## src/rtl/lift_in_cond_if.sv

```systemverilog
// rtl/lift_in_cond_if.sv - signal bundle between the raw input lines and the lift controller
//
// Ports carried:
//   raw        [N-1:0]  unsynchronised sensor/button lines
//   ack                 call-acknowledge from the controller (its y1)
//   x          [N-1:0]  conditioned levels to the controller
//   chg                 one-cycle pulse when x changes
//   glitch_cnt [7:0]    saturating count of cycles with aborted debounces
// Modports:
//   master  drives raw/ack, observes the conditioned outputs
//   slave   the conditioning stage itself

interface lift_in_cond_if #(
    parameter int N = 14
);
    logic [N-1:0] raw;
    logic         ack;
    logic [N-1:0] x;
    logic         chg;
    logic [7:0]   glitch_cnt;

    modport master (
        output raw,
        output ack,
        input  x,
        input  chg,
        input  glitch_cnt
    );

    modport slave (
        input  raw,
        input  ack,
        output x,
        output chg,
        output glitch_cnt
    );
endinterface

```

## src/rtl/lift_in_cond.sv

```systemverilog
// rtl/lift_in_cond.sv - synchronise, debounce and register the lift controller inputs
//
// Ports:
//   clk              single clock, all state on posedge
//   rst              asynchronous active-low reset
//   io (slave)       raw/ack in, x/chg/glitch_cnt out (see lift_in_cond_if)
// Parameters:
//   N                number of conditioned lines, bit i drives controller input x(i+1)
//   DB_CYCLES        synchronised cycles a new level must hold before acceptance (1..15)
// Optional feature:
//   LIFT_CALL_LATCH_EN  when defined, x[0] (call button) is latched until ack

module lift_in_cond #(
    parameter int N         = 14,
    parameter int DB_CYCLES = 4
) (
    input  logic          clk,
    input  logic          rst,
    lift_in_cond_if.slave io
);

    localparam logic [3:0] CNT_LAST = 4'(DB_CYCLES - 1);

    logic [N-1:0]      s1;
    logic [N-1:0]      s2;
    logic [N-1:0]      deb;
    logic [N-1:0]      deb_nxt;
    logic [N-1:0][3:0] cnt;
    logic [N-1:0][3:0] cnt_nxt;
    logic [N-1:0]      abort;
    logic [N-1:0]      x_q;
    logic [N-1:0]      x_nxt;
    logic              chg_q;
    logic [7:0]        gc_q;
    logic [7:0]        gc_nxt;

    // Two-flop synchroniser on every raw line.
    always_ff @(posedge clk or negedge rst) begin
        if (!rst) begin
            s1 <= '0;
            s2 <= '0;
        end else begin
            s1 <= io.raw;
            s2 <= s1;
        end
    end

    // Per-bit debounce: a differing s2 must be seen DB_CYCLES times in a row.
    // Returning to the current level part way through is an abort.
    always_comb begin
        deb_nxt = deb;
        cnt_nxt = cnt;
        abort   = '0;
        for (int i = 0; i < N; i++) begin
            if (s2[i] == deb[i]) begin
                if (cnt[i] != 4'd0) begin
                    cnt_nxt[i] = 4'd0;
                    abort[i]   = 1'b1;
                end
            end else if (cnt[i] == CNT_LAST) begin
                deb_nxt[i] = s2[i];
                cnt_nxt[i] = 4'd0;
            end else begin
                cnt_nxt[i] = cnt[i] + 4'd1;
            end
        end
    end

    always_ff @(posedge clk or negedge rst) begin
        if (!rst) begin
            deb <= '0;
            cnt <= '0;
        end else begin
            deb <= deb_nxt;
            cnt <= cnt_nxt;
        end
    end

    // x is one register behind deb so a level accepted at edge DB_CYCLES+1
    // reaches the controller at edge DB_CYCLES+2.
`ifdef LIFT_CALL_LATCH_EN
    // x_q[0] is the call latch itself. deb0_q remembers the previous deb[0]
    // so a rising edge of the debounced call button can be detected; a set
    // in the same cycle as ack wins.
    logic deb0_q;
    logic call_set;

    assign call_set = deb[0] & ~deb0_q;

    always_comb begin
        x_nxt    = deb;
        x_nxt[0] = call_set | (x_q[0] & ~io.ack);
    end

    always_ff @(posedge clk or negedge rst) begin
        if (!rst) begin
            deb0_q <= 1'b0;
        end else begin
            deb0_q <= deb[0];
        end
    end
`else
    logic unused_ack;

    assign unused_ack = io.ack;
    assign x_nxt      = deb;
`endif

    // Any number of aborts in one cycle counts once; saturate at 255.
    always_comb begin
        gc_nxt = gc_q;
        if ((|abort) && (gc_q != 8'hFF)) begin
            gc_nxt = gc_q + 8'd1;
        end
    end

    always_ff @(posedge clk or negedge rst) begin
        if (!rst) begin
            x_q   <= '0;
            chg_q <= 1'b0;
            gc_q  <= '0;
        end else begin
            x_q   <= x_nxt;
            chg_q <= (x_nxt != x_q);
            gc_q  <= gc_nxt;
        end
    end

    assign io.x          = x_q;
    assign io.chg        = chg_q;
    assign io.glitch_cnt = gc_q;

endmodule

```

## src/flat_wrapper.sv

```systemverilog
// flat-port wrapper written by rule: the top's interface ports become plain ports
module lift_in_cond_flat 
#(
    parameter int N         = 14,
    parameter int DB_CYCLES = 4
)
  (clk, rst, io_raw, io_ack, io_x, io_chg, io_glitch_cnt);
  lift_in_cond_if #(.N(N)) io_i ();
  input  logic clk;
  input  logic rst;
  input wire logic [$bits(io_i.raw)-1:0] io_raw;
  input wire logic [$bits(io_i.ack)-1:0] io_ack;
  output wire logic [$bits(io_i.x)-1:0] io_x;
  output wire logic [$bits(io_i.chg)-1:0] io_chg;
  output wire logic [$bits(io_i.glitch_cnt)-1:0] io_glitch_cnt;
  assign io_i.raw = io_raw;
  assign io_i.ack = io_ack;
  assign io_x = io_i.x;
  assign io_chg = io_i.chg;
  assign io_glitch_cnt = io_i.glitch_cnt;
  lift_in_cond #(.N(N), .DB_CYCLES(DB_CYCLES)) u_core (.clk(clk), .rst(rst), .io(io_i));
endmodule
```

## config.mk

```make
export PLATFORM = sky130hd
export DESIGN_NAME = lift_in_cond_flat
export DESIGN_NICKNAME = d
export VERILOG_FILES = /design/src/rtl/lift_in_cond_if.sv /design/src/rtl/lift_in_cond.sv /design/src/flat_wrapper.sv
export SDC_FILE = /design/constraint.sdc
export NUM_CORES = 1
export LEC_CHECK = 0
export CAP_MARGIN = 20
export CORE_MARGIN = 2
export CORE_UTILIZATION = 60
export DETAILED_ROUTE_END_ITERATION = 8
export GPL_ROUTABILITY_DRIVEN = 0
export PLACE_DENSITY_LB_ADDON = 0.3
export SLEW_MARGIN = 10
export SYNTH_ARGS = -nofsm -noshare
export SYNTH_HDL_FRONTEND = slang
export SYNTH_SLANG_ARGS = --single-unit
```

## constraint.sdc

```tcl
create_clock -name clk -period 3.5 [get_ports clk]
set_clock_uncertainty 0.2 [all_clocks]
set_input_delay 0.35 -clock clk [delete_from_list [all_inputs] [get_ports clk]]
set_output_delay 0.35 -clock clk [all_outputs]
set_load 0.005 [all_outputs]
```

==> flow_metrics.py, run 1 <==
metrics = {
    "final_layout": {
        "finalNetCount": 602,
        "instances_no_fill": 680,
        "fin_util": 0.7279,
        "fillers": 645,
        "layout-drive-gt1-share": 0.1107,
        "diodes": 0,
        "synthToLayoutAreaGrowth_pct": 19.45,
    },
    "grt": {
        "grt_pass1_vias": 3910,
        "grt_usage": 0.2289,
        "antenna_found_initial": 0,
        "grt_pass1_wl_um": 17690,
        "grt_start_max_net_pins": 77,
        "grt-ovfl-total": 0,
    },
    "setup_path": {
        "r2r.worst_path.cells": 7,
        "reg2reg_to": "u_core.io.glitch_cnt[4]",
        "critPathCaptureType": "flop",
        "ff2ff_setup_slack_ns": 1.06,
        "worst_ep_required_time_ns": 3.69,
        "crit_fanout": 5,
        "crit_start": "u_core.cnt[8]",
        "path_class": "reg -> reg",
        "worstPathArrival_ns": 2.64,
        "setup.worst_path.end": "u_core.io.glitch_cnt[4]",
        "slowest_delay_ns": 0.47,
        "worst-path-buf-inv": 1,
        "worstReg2RegStart": "u_core.cnt[8]",
        "path_cells": "inv_1 > ha_1 > nor3b_1 > nor2_1 > nor4_2 > a31oi_1 > mux2_1",
        "start_kind": "flop",
        "crit_cells": 7,
        "slowest_stage": "nor4_2",
        "cpLargestDelayFamily": "simple AND/OR/NAND/NOR gates",
    },
    "power": {
        "power.density_nw_per_um2": 874.5,
        "irDropWorstVdd_uv": 481.8,
        "p_leak_uw": 0.002955,
    },
    "die": {
        "dieArea_um2": 10040,
        "core.rowCount": 35,
        "die_y_um": 100.2,
        "core_um2": 9109,
        "start_util": 0.6093,
        "die_x_um": 100.2,
        "io_pins": 40,
    },
    "drt": {
        "vias_per_cell": 5.599,
        "vias": 3807,
        "drt-total-wl_um": 10510,
        "drt-pass1-iter-count": 4,
        "wire_per_inst_um": 15.45,
        "postRouteAntennaNets": 0,
        "drt_iter0_drc": 152,
        "drcViolationCount": 0,
    },
    "sta": {
        "tightest_slew_ns": 0.5904,
        "fmax_ghz": 0.4096,
        "relSlewSlack": 0.6064,
        "drv_slew": 0,
        "setup_viol": 0,
        "tns_ns": 0,
        "fin_crit_ns": 2.442,
        "min_period_over_period": 0.6976,
        "rsz0062_at_grt": "no",
        "hold_viol": 0,
    },
    "clock_network": {
        "cts_buffers": 17,
        "clk_latency_ns": 0.52,
        "cts-root-buf": "clkbuf_8",
        "cts_setup_buffers": 0,
        "clk_pin_slew_worst_paths_ns": 0.06,
        "cts_tree": "yes",
        "cts.sinks": 121,
        "ctsResizeCount": 0,
        "hold_buffers": 1,
        "h-tree-depth": 4,
        "cts_buffer_depth": 2,
    },
    "place": {
        "dp_hpwl_um": 7061,
        "port-buffer-count": 38,
        "dp.cells": 647,
    },
    "logic_synthesis": {
        "yosys_warnings": 0,
        "ys_ff_latch": 121,
        "synth_edf_count": 0,
        "synth.top_cell.area_share": 0.5455,
        "syn_inst": 498,
        "netlist_top_cells_count": "dfrtp_1 (121), nand2_1 (53), nor2_1 (36), xor2_1 (36), inv_1 (34)",
        "synth-seq-area-share": 0.5455,
        "synthTopCellsByArea": "dfrtp_1 (55%), ha_1 (6.5%), xor2_1 (5.7%)",
        "synth.most_common_cell": "dfrtp_1",
        "synthFlopType": "dfrtp_1",
        "syn_avg_cell_area_um2": 11.15,
        "synthArstFlopShare": 1.000,
        "syn-cell-area_um2": 5550,
        "synth.largest_area_cell": "dfrtp_1",
        "yosysUniqueCellTypes": 38,
        "syn_nets": 544,
    },
    "hold_path": {
        "hold_class": "in -> reg",
    },
    "outcome": {
        "status": "completed",
    },
    "job": {
        "maxCapViolations": 0,
    },
}
==> state kept, by name, summed over array words and instances (netlist names) <==
register	count
u_core.s2	14
u_core.io.glitch_cnt	8
u_core.s1	14
u_core.io.chg	1
u_core.deb	14
u_core.io.x	14
u_core.cnt	56
==> per-stage QoR <==
step	total power, µW	hold slack (ns)	worst slack (ns)	cell area [µm²]
2_1_floorplan	3500	-0.1456	1.360	5550
3_3_place_gp	4095	0.1322	1.141	6082
3_5_place_dp	4219	0.1362	1.098	6082
4_1_cts	5842	0.05396	1.059	6630
5_1_grt	6196	0.05061	0.8245	6630
6_report	5798	0.06377	1.058	6630
==> per-layer routing <==
metal | track usage | routed length, µm | vias up
met3 | 0.05501 | 326 | 21
met2 | 0.3944 | 5444 | 60
met5 | 0 | 0 | -
met1 | 0.2663 | 4474 | 1921
met4 | 0.1170 | 263 | 0
li1 | - | - | 1805
==> worst min path at each step <==
stage / endpoint / cells past startpoint / start
after global routing: u_core.s1[12] / 1 / io_raw[12]
after global placement: u_core.s2[5] / 0 / u_core.s1[5]
after floorplan: u_core.cnt[0] / 0 / rst
final: u_core.s1[12] / 1 / io_raw[12]
after detailed placement: u_core.s2[1] / 0 / u_core.s1[1]
after CTS: u_core.s1[12] / 1 / io_raw[12]
==> worst register-to-register path: cells and delay by family (launching register included) <==
kind | cells | cell delay, ns
mux | 1 | 0.34
fa+ha+maj | 1 | 0.13
flops | 1 | 0.42
compound gates | 1 | 0.19
simple gates | 3 | 0.97
buf+inv | 1 | 0.07
==> cells by family (layout without fill, tap and decap cells) <==
| logic type | Yosys count | in the layout | synth area share |
|---|---|---|---|
| adder cells (fa/ha/maj) | 29 | 29 | 0.06537 |
| multiplexers | 17 | 17 | 0.03449 |
| AND/OR/NAND/NOR | 178 | 178 | 0.1661 |
| AO/OA/AOI/OAI | 62 | 62 | 0.07349 |
| buffers and inverters | 35 | 106 | 0.02389 |
| XOR/XNOR | 56 | 56 | 0.09107 |
| flip-flops | 121 | 121 | 0.5455 |
==> layout make-up <==
type	count	area [µm²]	share of cell area
flip-flops and latches	121	3028	0.4567
repair buffers	40	407.9	0.06152
clock buffers	19	441.7	0.06662
clock inverters	13	96.34	0.01453
multi-input cells	342	2390	0.3604
inverters	34	127.6	0.01925
well taps	111	138.9	0.02095
==> power by group <==
part           total, µW  leakage [µW]  internal, µW  switching (µW)
registers           2240       0.00151          1780             458
clock network       1560      0.000253           908             648
logic               2000       0.00119           995            1010
==> layout by cell type (no fill, tap or decap), types with 5 or more instances in the layout <==
master / instances
inv_1: 34
xnor2_1: 18
a21oi_1: 16
nand3b_1: 14
and2_1: 7
a31oi_1: 5
o21ai_0: 14
nor3b_1: 8
a22o_1: 11
clkbuf_16: 16
nand3_1: 23
nand2_1: 53
dfrtp_1: 121
xor2_1: 36
mux2_2: 14
and3_1: 6
ha_1: 29
nor4_2: 5
nand2b_1: 14
clkdlybuf4s50_1: 37
clkinvlp_4: 5
nor2_1: 36
(Power assumes the default switching activity.)
==> run 2: changes to the inputs <==
- CORE_UTILIZATION: 60 -> 53
- clock period: 3.5 -> 2.05 ns (I/O delays scaled with it)
==> flow_metrics.py, run 2 (synthesis results as in run 1) <==
metrics = {
    "sta": {
        "fmax_ghz": 0.4684,
        "tightest_slew_ns": 0.3469,
        "relSlewSlack": 0.7671,
        "fin_ws_ns": -0.08476,
        "setup_viol": 5,
        "hold-worst-slack_ns": 0.04967,
        "hold_viol": 0,
        "min_period_over_period": 1.041,
        "fin_crit_ns": 2.135,
        "drv_slew": 0,
        "rsz0062_at_grt": "yes",
    },
    "clock_network": {
        "cts_buffer_depth": 2,
        "cts-root-buf": "clkbuf_8",
        "clk_latency_ns": 0.53,
        "cts_tree": "yes",
        "h-tree-depth": 4,
        "clk_pin_slew_worst_paths_ns": 0.06,
        "cts_buffers": 17,
        "cts.sinks": 121,
    },
    "power": {
        "irDropWorstVdd_uv": 945.4,
        "total_power_uw": 11710,
        "p_leak_uw": 0.003464,
        "power.density_nw_per_um2": 1543,
    },
    "grt": {
        "grt_pass1_vias": 4334,
        "antenna_found_initial": 0,
        "grt_start_max_net_pins": 43,
        "grt_usage": 0.2285,
        "grt_pass1_wl_um": 19690,
        "grt-ovfl-total": 0,
    },
    "drt": {
        "vias": 4153,
        "drt-total-wl_um": 11950,
        "postRouteAntennaNets": 0,
        "drt_iter0_drc": 175,
        "drt-pass1-iter-count": 4,
        "wire_per_inst_um": 15.24,
        "drcViolationCount": 0,
        "vias_per_cell": 5.297,
    },
    "final_layout": {
        "final_common_cell": "dfrtp_1",
        "multi_input_comb_area_um2": 2560,
        "layout-drive-gt1-share": 0.2361,
        "final_cell_mix": "dfrtp_1 (121), buf_4 (63), nand2_1 (53)",
        "synthToLayoutAreaGrowth_pct": 36.68,
        "fillers": 687,
        "regArea_um2": 3028,
        "final_cell_area_um2": 7586,
        "fin_util": 0.7415,
        "top_register": "u_core.cnt",
        "diodes": 0,
        "finalNetCount": 682,
        "largest_register_ffs": 56,
    },
    "die": {
        "io_pins": 40,
        "start_util": 0.5425,
        "core.rowCount": 37,
        "core_um2": 10230,
        "dieArea_um2": 11310,
        "die_y_um": 106.3,
        "die_x_um": 106.3,
    },
    "place": {
        "place_ws_ns": -0.09686,
        "place_area_um2": 6605,
        "port-buffer-count": 38,
        "dp_hpwl_um": 7717,
    },
    "setup_path": {
        "critPathCaptureType": "flop",
        "path_class": "reg -> reg",
        "reg2reg_to": "u_core.io.glitch_cnt[6]",
        "start_kind": "flop",
        "worstPathArrival_ns": 2.35,
        "worst_ep_required_time_ns": 2.27,
        "crit_fanout": 4,
        "r2r.worst_path.cells": 8,
        "ff2ff_setup_slack_ns": -0.08,
        "worstReg2RegStart": "u_core.cnt[4]",
    },
    "outcome": {
        "status": "finished, violations left",
        "violations": "setup timing",
    },
    "job": {
        "maxCapViolations": 0,
    },
    "hold_path": {
        "hold_class": "in -> async",
    },
}
[run 2: cell types whose count changed in the layout (fill, tap and decap cells not counted), sizes merged]
cell         previous run  this run
clkinv                  6         5
clkbuf                 19        20
inv                    36        35
clkinvlp                5         1
buf                     2        68
dlygate4sd3             1        15
bufinv                  0         4
[run 2: final cells by class]
type	instances	share of cell area
clock buffers	20	0.06004
clock inverters	11	0.02227
inverters	34	0.01682
multi-input cells	342	0.3375
flip-flops and latches	121	0.3991
well taps	136	0.02243
repair buffers	120	0.1418
[run 2: worst max-delay path, stage by stage (launching register included)]
cell	delay [ns]
dfrtp_1	0.39
inv_2	0.05
ha_2	0.16
nor3b_4	0.23
o22ai_2	0.13
nor4_2	0.22
buf_4	0.22
a31oi_4	0.11
mux2_4	0.30
[run 2: per-layer routing]
| layer | GRT usage | vias to the layer above | share of wire |
|---|---|---|---|
| met3 | 0.06560 | 23 | 0.043 |
| li1 | - | 1970 | - |
| met1 | 0.2710 | 2064 | 0.42 |
| met2 | 0.3741 | 96 | 0.52 |
| met5 | 0 | - | 0 |
| met4 | 0.1269 | 0 | 0.023 |
[run 2: worst max path at each step]
stage | startpoint | endpoint | slack [ns] | depth (start not counted)
after CTS | u_core.cnt[12] | u_core.io.glitch_cnt[4] | -0.01 | 9
after global placement | u_core.cnt[0] | u_core.io.glitch_cnt[5] | -0.04 | 7
after global routing | u_core.cnt[5] | u_core.io.glitch_cnt[6] | -0.18 | 8
after floorplan | u_core.cnt[8] | u_core.io.glitch_cnt[4] | 0.03 | 7
final | u_core.cnt[4] | u_core.io.glitch_cnt[6] | -0.08 | 8
after detailed placement | u_core.cnt[1] | u_core.io.glitch_cnt[5] | -0.1 | 7
[run 2: per-stage QoR]
step	TNS, ns	std cells
after global routing	-0.9900	784
after CTS	-0.02134	783
after global placement	-0.1383	732
final	-0.3458	784
after floorplan	0	498
after detailed placement	-0.3274	732
[run 2: repair_timing]
action,CTS,global route
hold buffers,16,0
hold endpoints to repair,135,0
pin swaps,5,6
resized for setup,11,18
buffers inserted,4,1
endpoints found under the setup margin,8,8
[run 2: report_power, final]
group	leakage [µW]	total, µW	internal [µW]	switching (µW)
combinational	0.00165	5020	2640	2380
clock	0.000307	3120	2060	1060
sequential	0.00151	3570	3040	527
total	0.00346	11700	7750	3960
